===== config.mk =====
export PLATFORM = sky130hd
export DESIGN_NAME = resp_demux2_pe
export DESIGN_NICKNAME = d
export VERILOG_FILES = /design/src/rtl/resp_demux2_pe.sv
export SDC_FILE = /design/constraint.sdc
export NUM_CORES = 1
export LEC_CHECK = 0
export BUFFER_PORTS_ARGS = -buffer_cell sky130_fd_sc_hd__buf_2
export CORE_MARGIN = 2
export CORE_UTILIZATION = 46
export DETAILED_ROUTE_END_ITERATION = 16
export GPL_ROUTABILITY_DRIVEN = 0
export PLACE_DENSITY_LB_ADDON = 0.05
export REMOVE_ABC_BUFFERS = 1
export SYNTH_ARGS = -nofsm -noshare
export SYNTH_HDL_FRONTEND = slang
export SYNTH_SLANG_ARGS = --single-unit

===== constraint.sdc =====
create_clock -name clk -period 2.65 [get_ports clk]
set_clock_uncertainty 0.15 [all_clocks]
set_input_delay 0.1325 -clock clk [delete_from_list [all_inputs] [get_ports clk]]
set_output_delay 0.1325 -clock clk [all_outputs]
set_load 0.01 [all_outputs]

===== src/rtl/resp_demux2_pe.sv =====
// Response demux for the 2-input peripheral mux: tracks request ownership in a
// tag FIFO and steers in-order slave responses back to CH0/CH1 one cycle later.
module resp_demux2_pe #(
    parameter int DATA_WIDTH      = 32,
    parameter int ID_WIDTH        = 20,
    parameter int MAX_OUTSTANDING = 4,
    parameter int CNT_WIDTH       = $clog2(MAX_OUTSTANDING + 1)
) (
    input  logic                  clk,
    input  logic                  rst,
    input  logic                  req_acc_CH0_i,
    input  logic                  req_acc_CH1_i,
    input  logic                  r_valid_i,
    input  logic [DATA_WIDTH-1:0] r_rdata_i,
    input  logic                  r_opc_i,
    input  logic [ID_WIDTH-1:0]   r_ID_i,
    output logic                  r_valid_CH0_o,
    output logic [DATA_WIDTH-1:0] r_rdata_CH0_o,
    output logic                  r_opc_CH0_o,
    output logic [ID_WIDTH-1:0]   r_ID_CH0_o,
    output logic                  r_valid_CH1_o,
    output logic [DATA_WIDTH-1:0] r_rdata_CH1_o,
    output logic                  r_opc_CH1_o,
    output logic [ID_WIDTH-1:0]   r_ID_CH1_o,
    output logic                  tracker_full_o,
    output logic [CNT_WIDTH-1:0]  outstanding_o,
    output logic                  err_o
);

    localparam int PTR_WIDTH = $clog2(MAX_OUTSTANDING);
    localparam logic [CNT_WIDTH-1:0] FULL_COUNT = CNT_WIDTH'(MAX_OUTSTANDING);

    logic [MAX_OUTSTANDING-1:0] tag_mem;
    logic [PTR_WIDTH-1:0]       wr_ptr;
    logic [PTR_WIDTH-1:0]       rd_ptr;
    logic [CNT_WIDTH-1:0]       count;
    logic                       err;

    logic one_req;
    logic both_req;
    logic full;
    logic empty;
    logic push;
    logic pop;
    logic head_tag;
    logic err_set;

    // A pop frees a slot in the same cycle, so a push into a full tracker is
    // only legal when a response retires alongside it.
    always_comb begin
        one_req  = req_acc_CH0_i ^ req_acc_CH1_i;
        both_req = req_acc_CH0_i & req_acc_CH1_i;
        full     = (count == FULL_COUNT);
        empty    = (count == '0);
        pop      = r_valid_i & ~empty;
        push     = one_req & (~full | pop);
        head_tag = tag_mem[rd_ptr];
        err_set  = both_req
                 | (one_req & full & ~pop)
                 | (r_valid_i & empty);
    end

    always_ff @(posedge clk) begin
        if (rst) begin
            tag_mem <= '0;
            wr_ptr  <= '0;
            rd_ptr  <= '0;
            count   <= '0;
            err     <= 1'b0;
        end else begin
            if (push) begin
                tag_mem[wr_ptr] <= req_acc_CH1_i;
                wr_ptr          <= wr_ptr + PTR_WIDTH'(1);
            end
            if (pop) begin
                rd_ptr <= rd_ptr + PTR_WIDTH'(1);
            end
            case ({push, pop})
                2'b10:   count <= count + CNT_WIDTH'(1);
                2'b01:   count <= count - CNT_WIDTH'(1);
                default: count <= count;
            endcase
            if (err_set) begin
                err <= 1'b1;
            end
        end
    end

    // Each channel's payload registers load only on its own response and hold otherwise.
    always_ff @(posedge clk) begin
        if (rst) begin
            r_valid_CH0_o <= 1'b0;
            r_rdata_CH0_o <= '0;
            r_opc_CH0_o   <= 1'b0;
            r_ID_CH0_o    <= '0;
            r_valid_CH1_o <= 1'b0;
            r_rdata_CH1_o <= '0;
            r_opc_CH1_o   <= 1'b0;
            r_ID_CH1_o    <= '0;
        end else begin
            r_valid_CH0_o <= pop & ~head_tag;
            r_valid_CH1_o <= pop & head_tag;
            if (pop && !head_tag) begin
                r_rdata_CH0_o <= r_rdata_i;
                r_opc_CH0_o   <= r_opc_i;
                r_ID_CH0_o    <= r_ID_i;
            end
            if (pop && head_tag) begin
                r_rdata_CH1_o <= r_rdata_i;
                r_opc_CH1_o   <= r_opc_i;
                r_ID_CH1_o    <= r_ID_i;
            end
        end
    end

    assign tracker_full_o = full;
    assign outstanding_o  = count;
    assign err_o          = err;

    valid_onehot_a: assert property (@(posedge clk) !(r_valid_CH0_o && r_valid_CH1_o));
    count_bound_a:  assert property (@(posedge clk) disable iff (rst) count <= FULL_COUNT);

endmodule


==> results of run 1 <==
[tightest hold or removal path, cell delays in order]
cell,delay (ns)
dlygate4sd3_1,0.51
buf_2,0.09
nand2b_1,0.05
mux2i_1,0.12
[power groups by stage]
stage | sequential, mW | clock (mW) | combinational (mW)
finish | 2.18 | 2.08 | 1.39
global placement | 2.20 | 0 | 1.32
floorplan | 2.33 | 0 | 0.605
global route | 2.20 | 2.21 | 1.55
detailed placement | 2.21 | 0 | 1.34
CTS | 2.18 | 2.12 | 1.41
[logic make-up after synthesis]
group	after synthesis	synth area share (%)
buf+inv	51	4.75
flops	120	46.8
mux	58	11.6
fa+ha+maj	7	1.85
xor+xnor	4	0.683
compound gates	117	11.7
simple gates	188	22.7
[Yosys cell counts (all sizes together), types with 5 or more instances]
master	n	area share (%)
a21oi	5	0.49
buf	8	1.6
clkbuf	36	2.6
dfxtp	120	47
ha	6	1.5
inv	7	0.56
mux2i	57	11
nand2b	112	14
nand3	6	0.58
nor2	6	0.44
nor2b	54	6.6
o21ai	109	11
[state kept, by name, summed over array words and instances, names as in the netlist]
| register | flops |
|---|---|
| r_valid_CH1_o | 1 |
| err_o | 1 |
| r_opc_CH1_o | 1 |
| r_rdata_CH1_o | 32 |
| r_valid_CH0_o | 1 |
| rd_ptr | 2 |
| wr_ptr | 2 |
| r_opc_CH0_o | 1 |
| r_ID_CH1_o | 20 |
| r_rdata_CH0_o | 32 |
| outstanding_o | 3 |
| r_ID_CH0_o | 20 |
| tag_mem | 4 |
[through the flow]
stage | setup TNS (ns) | cells | power, mW | area (um^2)
global route | 0 | 906 | 5.96 | 7150
detailed placement | 0 | 819 | 3.55 | 6030
global placement | 0 | 819 | 3.52 | 6030
CTS | 0 | 906 | 5.71 | 7150
finish | 0 | 906 | 5.65 | 7150
floorplan | -59.18 | 501 | 2.94 | 4920
[repair_timing]
| item | 4_1_cts | 5_1_grt |
|---|---|---|
| setup buffers | 0 | 0 |
| hold buffers | 58 | 0 |
| endpoints found under the setup margin | 0 | 0 |
| endpoints found under the hold margin | 117 | 0 |
[path summary, 6_finish.rpt]
kind / from / endpoint / slack, ns
setup / recovery: outstanding_o[0]$_SDFFE_PP0P_ / outstanding_o[2]$_SDFFE_PP0P_ / 0.09
hold / removal: r_ID_i[4] / r_ID_CH1_o[4]$_SDFFE_PP0P_ / 0.29
setup reg to reg: outstanding_o[0]$_SDFFE_PP0P_ / outstanding_o[2]$_SDFFE_PP0P_ / 0.09
hold reg to reg: r_ID_CH1_o[4]$_SDFFE_PP0P_ / r_ID_CH1_o[4]$_SDFFE_PP0P_ / 0.32
[per-layer routing]
layer	share of wire (%)	vias to the layer above	GRT usage, %
met5	0	-	0
met4	1.6	0	7.69
met3	7.5	20	8.65
met2	47	146	35.7
met1	44	2064	26.9
li1	-	2239	-
[layout make-up]
type | count | area [um^2] | area share (%)
timing repair buffer | 236 | 1510 | 21.1
clock buffer | 27 | 532 | 7.43
sequential | 120 | 2400 | 33.6
multi-input combinational | 374 | 2500 | 34.9
tap | 140 | 175 | 2.45
inverter | 7 | 28.8 | 0.402
clock inverter | 2 | 10.0 | 0.140
==> impl_metrics.ini, run 1 <==
[placement]
post-place-ws_ns = 0.128
place_hpwl_mm = 7.61
port_buffers = 170

[yosys]
synthFlopType = dfxtp_1
synth-seq-area-share_pct = 46.8
yosys_warnings = 0
synth-edff-count = 0
syn_inst = 545
synth_seq_cells = 120
avgSynthCellArea_um2 = 9.42
async_reset_ff_share_pct = 0
synth_area_um2 = 5130
yosysUniqueCellTypes = 33

[worst_setup_path]
cp_slowest_cell = or4b_2
arrival_ns = 2.84
crit_cells = 8
crit_fanout = 2
critPathKind = reg2reg
crit_family = simple AND/OR/NAND/NOR gates
path_cells = or4b_2, nand2_1, ha_1, inv_1, fa_1, xor2_1, or3_1, a21oi_1
end_kind = flip-flop
cp_data_required_time_ns = 2.94
cp-start-kind = flip-flop
reg2reg_depth = 8
crit_buf_inv = 1
max_stage_delay_ns = 0.69

[cells_and_area]
mostFrequentLayoutCell = buf_2
antennaDiodeCount = 0
area_delta_synth_final_pct = 39.3
utilization_pct = 65.7
final_cell_mix = 169 x buf_2, 120 x dfxtp_1, 111 x nand2b_1
nFillCells = 909
layout-drive-gt1-share_pct = 27.5
finalNetCount = 821

[detailed_routing]
wl_per_cell_um = 14.3
route.detailed.drc = 0
dr.pass1.iters = 4
vias_per_cell = 4.93
ant_nets = 0
via_count = 4469
drtIter0Drc = 238
wl_mm = 13.0

[outcome]
status = completed

[clock_network]
htree_levels = 4
cts-root-buf = clkbuf_8
cts_tree = done
clk_pin_slew_ns = 0.06
cts.sinks = 120
insertion_delay_ns = 0.51
cts_resized = 0
clk_path_buf_depth = 2
cts_made_buffers = 17

[timing]
rsz0062_at_grt = false
slew_violations = 0
fin_crit_sh_pct = 96.5
layout_setup_ws_ns = 0.0941
max_freq_mhz = 391
hold_ws_ns = 0.287
hold_viol = 0
setup_viol = 0
relSlewSlack_pct = 35.6
worst_pin_slew_ns = 0.966
period_needed_ns = 2.56

[power_and_ir_drop]
p_sw_share_pct = 29.9
clkPwrFrac_pct = 36.8
pwr-share-seq_pct = 38.6
switching_power_mw = 1.69
internal-power_mw = 3.96
ir_worst_vdd_uv = 626
power_density_nw_per_um2 = 789
leakage_nw = 3.14
comb_power_share_pct = 24.6

[grt]
grt_pass1_vias = 4335
grt_overflow = 0
track_usage_pct = 22.1
grt_pass1_wl_mm = 20.6
grt_antenna_before_repair = 0
grt_max_degree = 80

[floorplanning]
rows = 38
chipHeight_um = 110
coreArea_um2 = 10900
start_util_pct = 47.2
die-width_um = 110
die-area_um2 = 12000
io_pins = 171

[worst_hold_path]
min_path_type = in2reg
whs_path_depth = 4

[flow_run]
maxCapViolations = 0
Power figures use the tool's default switching activity.
==> run 2, diff against run 1 <==
--- a/config.mk
+++ b/config.mk
@@ -7,7 +7,7 @@
 export LEC_CHECK = 0
 export BUFFER_PORTS_ARGS = -buffer_cell sky130_fd_sc_hd__buf_2
 export CORE_MARGIN = 2
-export CORE_UTILIZATION = 46
+export CORE_UTILIZATION = 30
 export DETAILED_ROUTE_END_ITERATION = 16
 export GPL_ROUTABILITY_DRIVEN = 0
 export PLACE_DENSITY_LB_ADDON = 0.05
==> impl_metrics.ini, run 2 (synthesized netlist as in run 1, its figures left out) <==
[outcome]
status = completed

[power_and_ir_drop]
leakage_nw = 3.17
power_density_nw_per_um2 = 815
internal-power_mw = 4.20
clkPwrFrac_pct = 39.8
pwr-share-seq_pct = 36.5
p_sw_share_pct = 29.5
switching_power_mw = 1.76
comb_power_share_pct = 23.7
ir_worst_vdd_uv = 446

[cells_and_area]
multiInputGateArea_um2 = 2500
area_delta_synth_final_pct = 42.5
ff_latch_area_um2 = 2400
mostFrequentLayoutCell = buf_2
final_cell_mix = 169 x buf_2, 120 x dfxtp_1, 111 x nand2b_1
reg_top3 = r_rdata_CH0_o: 32 flops, r_rdata_CH1_o: 32 flops
layout-drive-gt1-share_pct = 28.0
finalNetCount = 821
antennaDiodeCount = 0
nFillCells = 1583

[clock_network]
insertion_delay_ns = 0.41
clk_pin_slew_ns = 0.05
cts_tree = done
cts-root-buf = clkbuf_16
clk_path_buf_depth = 2
cts_made_buffers = 17
htree_levels = 4
cts.sinks = 120
cts_setup_buffers = 0

[timing]
hold_viol = 0
rsz0062_at_grt = false
hold_ws_ns = 0.0567
slew_violations = 0
period_needed_ns = 2.55
relSlewSlack_pct = 34.4
tns_ns = 0
fin_crit_sh_pct = 96.4
setup_viol = 0
worst_pin_slew_ns = 0.984
max_freq_mhz = 392

[grt]
grt_pass1_vias = 4458
grt_max_degree = 88
grt_pass1_wl_mm = 22.6
grt_overflow = 0
grt_antenna_before_repair = 0
track_usage_pct = 15.8

[worst_setup_path]
critPathKind = reg2reg
endpoint = outstanding_o[2]$_SDFFE_PP0P_
crit_fanout = 2
reg2reg_depth = 8
reg2reg_from = outstanding_o[0]$_SDFFE_PP0P_
arrival_ns = 2.74
end_kind = flip-flop
r2r_slack_ns = 0.1
startpoint = outstanding_o[0]$_SDFFE_PP0P_
r2r-end = outstanding_o[2]$_SDFFE_PP0P_
cp_data_required_time_ns = 2.84
cp-start-kind = flip-flop

[detailed_routing]
via_count = 4399
drtIter0Drc = 188
vias_per_cell = 4.45
wl_per_cell_um = 14.1
ant_nets = 0
dr.pass1.iters = 4
wl_mm = 14.0
route.detailed.drc = 0

[floorplanning]
chipHeight_um = 135
rows = 47
die-width_um = 135
die-area_um2 = 18200
start_util_pct = 30.8
coreArea_um2 = 16600
io_pins = 171

[worst_hold_path]
min_path_type = in2reg
whs_path_depth = 4

[placement]
port_buffers = 170
place_hpwl_mm = 8.68

[flow_run]
maxCapViolations = 0
==> run 2: cell types whose count changed in the layout (fill, tap and decap cells not counted), sizes merged <==
cell	delta
bufinv	+3
clkbuf	-3
buf	+2
clkinv	+2
dlygate4sd3	-2
clkinvlp	+1
==> run 2: metrics by stage <==
step | util [%] | area [um^2] | std cells | setup WS, ns | power [mW]
global route | 44.0 | 7320 | 989 | 0.0198 | 6.30
finish | 44.0 | 7320 | 989 | 0.0965 | 5.96
detailed placement | 36.9 | 6150 | 901 | 0.124 | 3.59
floorplan | - | 4920 | 501 | -1.03 | 2.94
global placement | 36.9 | 6150 | 901 | 0.188 | 3.56
CTS | 44.0 | 7320 | 989 | 0.104 | 6.06
==> run 2: power groups by stage <==
stage                     registers, mW  logic, mW  clock network [mW]
after floorplan                    2.33      0.605                   0
after global placement             2.21       1.36                   0
after detailed placement           2.21       1.38                   0
after CTS                          2.18       1.44                2.44
after global routing               2.21       1.58                2.51
final                              2.18       1.42                2.37
==> run 2: layer usage <==
| metal | GRT usage [%] | part of all wire (%) | up-vias |
|---|---|---|---|
| met4 | 6.61 | 1.8 | 0 |
| met3 | 5.03 | 6.0 | 18 |
| li1 | - | - | 2244 |
| met5 | 0 | 0 | - |
| met2 | 24.9 | 47 | 118 |
| met1 | 19.9 | 46 | 2019 |
==> run 2: final cells by class <==
cell class	count	area share, %
multi-input cells	374	34.2
flip-flops and latches	120	32.8
repair buffers	236	20.5
clock buffers	24	6.72
well taps	220	3.76
clock inverters	8	1.61
inverters	7	0.393
==> run 2: how the worst min path moves through the flow <==
stage                                     endpoint  slack (ns)          start
finish                      rd_ptr[1]$_SDFFE_PP0P_        0.06      r_valid_i
global route                rd_ptr[1]$_SDFFE_PP0P_        0.07      r_valid_i
CTS                         rd_ptr[1]$_SDFFE_PP0P_        0.04      r_valid_i
detailed placement   r_rdata_CH1_o[1]$_SDFFE_PP0P_        0.27   r_rdata_i[1]
global placement    r_rdata_CH1_o[31]$_SDFFE_PP0P_        0.27  r_rdata_i[31]
floorplan                       err_o$_SDFFE_PP0P_        0.05            rst
==> run 2: critical path, cell delays in order, from the launching register on <==
cell	delay [ns]
dfxtp_1	0.31
or4b_2	0.69
nand2_1	0.10
ha_1	0.19
inv_1	0.06
fa_1	0.38
xor2_1	0.16
or3_1	0.31
a21oi_1	0.14
==> run 2: repair_timing <==
item,4_1_cts,5_1_grt
hold buffers,56,0
hold endpoints to repair,111,0
gates resized for setup,0,0
==> run 3, diff against run 2 <==
--- a/config.mk
+++ b/config.mk
@@ -10,6 +10,7 @@
 export CORE_UTILIZATION = 30
 export DETAILED_ROUTE_END_ITERATION = 16
 export GPL_ROUTABILITY_DRIVEN = 0
+export MAX_ROUTING_LAYER = met4
 export PLACE_DENSITY_LB_ADDON = 0.05
 export REMOVE_ABC_BUFFERS = 1
 export SYNTH_ARGS = -nofsm -noshare
==> impl_metrics.ini, run 3 (synthesized netlist as in run 1, its figures left out) <==
[worst_setup_path]
startpoint = outstanding_o[0]$_SDFFE_PP0P_
arrival_ns = 2.74
critPathKind = reg2reg
r2r-end = outstanding_o[2]$_SDFFE_PP0P_
crit_fanout = 2
cp_data_required_time_ns = 2.83
reg2reg_depth = 8
r2r_slack_ns = 0.09
end_kind = flip-flop
reg2reg_from = outstanding_o[0]$_SDFFE_PP0P_
cp-start-kind = flip-flop

[cells_and_area]
ff_latch_area_um2 = 2400
design_area_um2 = 7320
utilization_pct = 44.0
fin_cells = 989
mostFrequentLayoutCell = buf_2
nFillCells = 1583
final_cell_mix = 169 x buf_2, 120 x dfxtp_1, 111 x nand2b_1
layout-drive-gt1-share_pct = 28.0
finalNetCount = 821
reg_top3 = r_rdata_CH0_o: 32 flops, r_rdata_CH1_o: 32 flops
area_delta_synth_final_pct = 42.5
antennaDiodeCount = 0
multiInputGateArea_um2 = 2500

[grt]
grt_pass1_wl_mm = 22.6
met1_usage_pct = 20.0
grt_max_degree = 88
grt_antenna_before_repair = 0
met3_usage_pct = 4.88
grt_pass1_vias = 4459
track_usage_pct = 16.3
gr-usage-met2_pct = 24.9
grt_overflow = 0
busiest_layer = met2

[floorplanning]
chipHeight_um = 135
io_pins = 171
die-area_um2 = 18200
start_util_pct = 30.8
die-width_um = 135
rows = 47
coreArea_um2 = 16600

[flow_run]
maxCapViolations = 0

[clock_network]
cts.sinks = 120
clk_pin_slew_ns = 0.05
cts_setup_buffers = 0
cts_tree = done
htree_levels = 4
cts_made_buffers = 17
cts-root-buf = clkbuf_16
clk_path_buf_depth = 2
insertion_delay_ns = 0.40

[detailed_routing]
ant_nets = 0
wl_per_cell_um = 14.1
wl_mm = 13.9
route.detailed.drc = 0
drtIter0Drc = 189
via_count = 4415
dr.pass1.iters = 4
vias_per_cell = 4.46

[power_and_ir_drop]
clkPwrFrac_pct = 39.8
leakage_nw = 3.17
pwr-share-seq_pct = 36.5
comb_power_share_pct = 23.7
internal-power_mw = 4.20
p_sw_share_pct = 29.4
ir_worst_vdd_uv = 445
totalPowerFinal_mw = 5.96
power_density_nw_per_um2 = 814
switching_power_mw = 1.75

[worst_hold_path]
hold_path_end = rd_ptr[1]$_SDFFE_PP0P_
min_path_type = in2reg
whs_path_depth = 4
worstHoldStart = r_valid_i

[timing]
max_freq_mhz = 391
hold_ws_ns = 0.0607
setup_viol = 0
rsz0062_at_grt = false
tns_ns = 0
fin_crit_sh_pct = 96.5
layout_setup_ws_ns = 0.0936
relSlewSlack_pct = 34.4
hold_viol = 0
slew_violations = 0
worst_pin_slew_ns = 0.983
period_needed_ns = 2.56

[placement]
port_buffers = 170
placed_area_um2 = 6150
post-place-ws_ns = 0.124
place_hpwl_mm = 8.68
place_inst = 901

[outcome]
status = completed
[run 3: cell counts in the layout (fill, tap and decap cells not counted)]
Identical to the previous run, type by type.
[run 3: metal layers]
layer,routed length [um],part of all wire (%)
met1,6300,45
met2,6570,47
met3,822,5.9
met4,250,1.8
met5,0,0
[run 3: how the worst max path moves through the flow]
stage / to / cells after the start
after floorplan: r_ID_CH1_o[0]$_SDFFE_PP0P_ / 4
after global placement: outstanding_o[2]$_SDFFE_PP0P_ / 8
after detailed placement: outstanding_o[2]$_SDFFE_PP0P_ / 8
after CTS: outstanding_o[2]$_SDFFE_PP0P_ / 8
after global routing: outstanding_o[2]$_SDFFE_PP0P_ / 8
final: outstanding_o[2]$_SDFFE_PP0P_ / 8
[run 3: power groups by stage]
stage	registers, mW	logic (mW)	clock network, mW
floorplan	2.33	0.605	0
global placement	2.21	1.36	0
detailed placement	2.21	1.38	0
CTS	2.18	1.44	2.44
global route	2.21	1.58	2.51
finish	2.18	1.41	2.37
[run 3: layout make-up]
cell class / instances / area share [%]
multi-input combinational: 374 / 34.2
sequential: 120 / 32.8
timing repair buffer: 236 / 20.5
clock buffer: 24 / 6.72
tap: 220 / 3.76
clock inverter: 8 / 1.61
inverter: 7 / 0.393
[run 3: repair_timing]
item	CTS	global route
gates resized for setup	0	0
hold buffers	56	0
endpoints found under the hold margin	111	0
[run 3: worst max-delay path, cell delays in order, from the launching register on]
cell and delay (ns):
dfxtp_1 0.31, or4b_2 0.69, nand2_1 0.10, ha_1 0.19, inv_1 0.06, fa_1 0.38
xor2_1 0.16, or3_1 0.31, a21oi_1 0.14
